**config.mk**
```make
export PLATFORM = sky130hd
export DESIGN_NAME = seq_shift_unit
export DESIGN_NICKNAME = d
export VERILOG_FILES = /design/src/rtl/seq_shift_unit.sv
export SDC_FILE = /design/constraint.sdc
export NUM_CORES = 1
export LEC_CHECK = 0
export BUFFER_PORTS_ARGS = -buffer_cell sky130_fd_sc_hd__buf_4
export CORE_UTILIZATION = 32
export CTS_CLUSTER_SIZE = 12
export DETAILED_ROUTE_END_ITERATION = 6
export PLACE_DENSITY = 0.6
export SLEW_MARGIN = 10
export SYNTH_ARGS = -nofsm -noshare
export SYNTH_HDL_FRONTEND = slang
export SYNTH_SLANG_ARGS = --single-unit
```
**constraint.sdc**
```tcl
create_clock -name clk -period 1.8 [get_ports clk]
set_input_delay 0.36 -clock clk [delete_from_list [all_inputs] [get_ports clk]]
set_output_delay 0.36 -clock clk [all_outputs]
set_load 0.02 [all_outputs]
```
**src/rtl/seq_shift_unit.sv**
```systemverilog
// Iterative shifter (SLL/SRL/SRA) with valid/ready on both sides.
// Define SEQ_SHIFT_RADIX4_EN to shift up to four bits per cycle.
package rv32i_pkg;
    localparam int DPW = 32;
endpackage

module seq_shift_unit
    import rv32i_pkg::*;
#(
    parameter  int DPW_P = rv32i_pkg::DPW,
    localparam int SAW   = $clog2(DPW_P)
) (
    input  logic             clk,
    input  logic             arst_n,
    input  logic             in_valid,
    output logic             in_ready,
    input  logic [DPW_P-1:0] shift_number,
    input  logic [SAW-1:0]   shift_amount,
    input  logic             is_left,
    input  logic             MSB_ext,
    output logic             out_valid,
    input  logic             out_ready,
    output logic [DPW_P-1:0] res,
    output logic             busy
);

    localparam logic [1:0] S_IDLE  = 2'd0;
    localparam logic [1:0] S_SHIFT = 2'd1;
    localparam logic [1:0] S_DONE  = 2'd2;

    logic [1:0]       state_q, state_d;
    logic [DPW_P-1:0] work_q, work_d;
    logic [SAW-1:0]   cnt_q, cnt_d;
    logic             fill_q, fill_d;
    logic             left_q, left_d;

    logic             accept;
    logic             last_step;
    logic [SAW-1:0]   step;
    logic [DPW_P-1:0] shl, shr;

    // Handshake outputs decode from state only, never from the peer's strobe.
    assign in_ready  = (state_q == S_IDLE);
    assign out_valid = (state_q == S_DONE);
    assign busy      = (state_q != S_IDLE);
    assign res       = work_q;
    assign accept    = in_valid & in_ready;

`ifdef SEQ_SHIFT_RADIX4_EN
    localparam logic [SAW-1:0] STEP_MAX = SAW'(4);

    assign step      = (cnt_q > STEP_MAX) ? STEP_MAX : cnt_q;
    assign last_step = (cnt_q <= STEP_MAX);
    assign shl       = work_q << step;
    // Complement trick gives a ones-fill right shift.
    assign shr       = fill_q ? ~((~work_q) >> step)
                              : (work_q >> step);
`else
    assign step      = SAW'(1);
    assign last_step = (cnt_q == SAW'(1));
    assign shl       = {work_q[DPW_P-2:0], 1'b0};
    assign shr       = {fill_q, work_q[DPW_P-1:1]};
`endif

    always_comb begin
        state_d = state_q;
        work_d  = work_q;
        cnt_d   = cnt_q;
        fill_d  = fill_q;
        left_d  = left_q;
        unique case (state_q)
            S_IDLE: begin
                if (accept) begin
                    work_d  = shift_number;
                    cnt_d   = shift_amount;
                    left_d  = is_left;
                    fill_d  = ~is_left & MSB_ext
                            & shift_number[DPW_P-1];
                    state_d = (shift_amount != '0) ? S_SHIFT
                                                   : S_DONE;
                end
            end
            S_SHIFT: begin
                work_d = left_q ? shl : shr;
                cnt_d  = cnt_q - step;
                if (last_step) begin
                    state_d = S_DONE;
                end
            end
            S_DONE: begin
                if (out_ready) begin
                    state_d = S_IDLE;
                end
            end
            default: begin
                state_d = S_IDLE;
            end
        endcase
    end

    always_ff @(posedge clk or negedge arst_n) begin
        if (!arst_n) begin
            state_q <= S_IDLE;
            work_q  <= '0;
            cnt_q   <= '0;
            fill_q  <= 1'b0;
            left_q  <= 1'b0;
        end else begin
            state_q <= state_d;
            work_q  <= work_d;
            cnt_q   <= cnt_d;
            fill_q  <= fill_d;
            left_q  <= left_d;
        end
    end

`ifndef SYNTHESIS
    a_no_overlap: assert property (
        @(posedge clk) disable iff (!arst_n)
        !(in_ready && out_valid));

    a_res_hold: assert property (
        @(posedge clk) disable iff (!arst_n)
        (out_valid && !out_ready) |=> (out_valid && $stable(res)));
`endif

endmodule

```
==> results_dict.tcl <==
set metrics [dict create \
    crit_chain "buf_12, or2_2, inv_1, buf_4" \
    p_total_mw 6.20 \
    hpwl_mm 4.79 \
    top_usage_layer "met2" \
    status "complete, no violations" \
    cp_slowest_stage_delay_ns 0.44 \
    wl_mm 7.52 \
    use_met2_pct 27.1 \
    synth_xor_area_share_pct 0 \
    final_common_cell "buf_4" \
    timing.final.max_slew_violations 0 \
    drc 0 \
    post-route-min-period_ns 1.73 \
    row_count 32 \
    syn_to_final_growth_pct 34.5 \
    worst-path-buf-inv 3 \
    grt_antenna_before_repair 0 \
    synth_area_mm2 0.00264 \
    peakVddDrop_mv 0.489 \
    diodes 0 \
    synthCells 279 \
    drtPass1Iterations 4 \
    crit_arrival_ns 1.37 \
    crit_required_ns 1.44 \
    met1_usage_pct 23.7 \
    track_usage_pct 17.1 \
    clockRootBuffer "clkbuf_8" \
    power.leakage_nw 1.61 \
    final_cell_mix "88 x buf_4, 39 x dfrtp_1, 36 x a21oi_1" \
    worst_slew_pin_slew_ns 0.564 \
    synth_compound_area_share_pct 26.3 \
    clock-sinks 41 \
    h-tree-depth 2 \
    worstPathMaxFanout 22 \
    ios 78 \
    ys_seq_area_share_pct 38.9 \
    synthTopCellsByArea "dfrtp_1 39%, mux2_2 13%, a22oi_1 9.1%" \
    maxCapViolations 0 \
    crit_cells 4 \
    yosys.area.top_type "dfrtp_1" \
    yosysTopAreaCellShare_pct 38.9 \
    fp.coreArea_mm2 0.00785 \
    yosysUniqueCellTypes 35 \
    chipHeight_um 92.8 \
    fmax_ghz 0.578 \
    viasPerCell 5.37 \
    ctsHoldBuffers 0 \
    synth-warning-count 0 \
    avgSynthCellArea_um2 9.45 \
    hold_path_class "input port to asynchronous set/reset pin" \
    cpLargestDelayFamily "flip-flops" \
    async_flop_share_pct 100 \
    grt_use_met3_pct 4.19 \
    critical_path_class "register to output pin" \
    gp_congestion 0.741 \
    nNetsFinal 399 \
    clk_path_buf_depth 2 \
    fp.dieArea_mm2 0.00861 \
    synth_seq_cells 41 \
    numCtsBuffers 5 \
    drt_iter0_drc 113 \
    final_core_util_pct 45.2 \
    startpoint_type "register" \
    finClkSkew_ns 0.00561 \
    synth-main-ff-cell "dfrtp_1" \
    relSlewSlack_pct 62.3 \
    ff2ff_path_depth 5 \
    wl_per_cell_um 16.5 \
    tritoncts "yes" \
    cp_slowest_cell "dfrtp_2" \
    clk_pin_slew_ns 0.08 \
    synth_mux_area_share_pct 13.8 \
    synth_top_family_by_area "compound AO/OA/AOI/OAI gates" \
    ant_nets 0 \
    grt_pass1_wl_mm 11.8 \
    setup_viol 0 \
    hold_violations 0 \
    grt_max_degree 49 \
    insertion_delay_ns 0.29 \
    grt_overflow 0 \
    start_util_pct 33.6 \
    endpoint_kind "output pin" \
    synth_nets 324 \
    grt_pass1_vias 2314 \
    synth_edf_count 0 \
    yosys.area_share.simple_pct 13.8 \
    die_w_um 92.8 \
    whs_ns 0.0412 \
    timing.final.crit_share_pct 96.0 \
    power_density_mw_per_mm2 1750 \
    drive_gt1_share_pct 39.4 \
    vias 2453 \
    synth_adder_area_share_pct 0.949 \
    port_buffers 77 \
]
==> cells in the mapped netlist (all sizes together), types with 2 or more instances <==
cell and n:
nor3b 4, a2bb2oi 2, a22oi 32, nor3 3, nand2 4, buf 20, nor2b 30, dfrtp 41
a221oi 2, clkbuf 6, o21ai 36, mux2 32, and2b 7, nor2 2, inv 6, a21oi 36
ha 2
==> through the flow <==
stage / worst slack (ns) / TNS [ns] / cells / cell area, um2
6_report: 0.0712 / 0 / 457 / 3550
5_1_grt: -0.00616 / -0.00616 / 457 / 3550
4_1_cts: 0.00145 / 0 / 449 / 3410
3_5_place_dp: 0.0552 / 0 / 441 / 3290
3_3_place_gp: 0.0946 / 0 / 441 / 3290
2_1_floorplan: 0.215 / 0 / 279 / 2640
==> worst register-to-register path: cells and delay by family, from the launching register on <==
family                 cells  cell delay [ns]
DFF                        1             0.44
buffers and inverters      2             0.45
AOI/OAI and AO/OA          2             0.16
and+or+nand+nor            1             0.47
==> worst paths after layout <==
| path | endpoint | slack, ns | start |
|---|---|---|---|
| max | in_ready | 0.07 | state_q[1] |
| min | res[8] | 0.04 | arst_n |
| max reg2reg | res[11] | 0.21 | state_q[1] |
| min reg2reg | fill_q | 0.50 | fill_q |
| max in group asynchronous | state_q[0] | 1.36 | arst_n |
| min in group clk | fill_q | 0.25 | is_left |
==> cell type report <==
| class | instances | area [um2] |
|---|---|---|
| repair buffers | 94 | 796 |
| flip-flops and latches | 41 | 1030 |
| multi-input cells | 206 | 1460 |
| clock inverters | 1 | 30.0 |
| well taps | 102 | 128 |
| fillers | 788 | 4300 |
| inverters | 6 | 22.5 |
| clock buffers | 7 | 86.3 |
==> sequential cells by signal (all words and copies together) (netlist names) <==
register	cells
res	32
cnt_q	5
state_q	2
fill_q	1
left_q	1
==> layer usage <==
| metal | part of all wire (%) | vias to the layer above |
|---|---|---|
| met5 | 0 | - |
| met4 | 0.70 | 0 |
| met3 | 5.3 | 6 |
| met2 | 47 | 60 |
| met1 | 47 | 1213 |
| li1 | - | 1174 |
==> report_power, final <==
part / total [mW] / switching (mW) / internal [mW] / leakage, nW
Sequential: 1.86 / 0.515 / 1.35 / 0.514
Clock: 0.775 / 0.322 / 0.452 / 0.0585
Combinational: 3.57 / 1.70 / 1.86 / 1.04
Total: 6.20 / 2.54 / 3.66 / 1.61
==> repair_timing <==
action | in CTS | in global routing
pin swaps | 0 | 0
gates resized for setup | 2 | 9
cloned | 0 | 3
setup endpoints to repair | 3 | 15
setup buffers | 0 | 5
==> logic make-up (layout without fill, tap and decap cells) <==
group | count (synthesis) | in the layout
adder cells (fa/ha/maj) | 2 | 2
AND/OR/NAND/NOR | 57 | 57
multiplexers | 32 | 32
AO/OA/AOI/OAI | 115 | 115
flip-flops | 41 | 41
buffers and inverters | 32 | 108
Note: power is estimated with default switching activity, not from simulation.
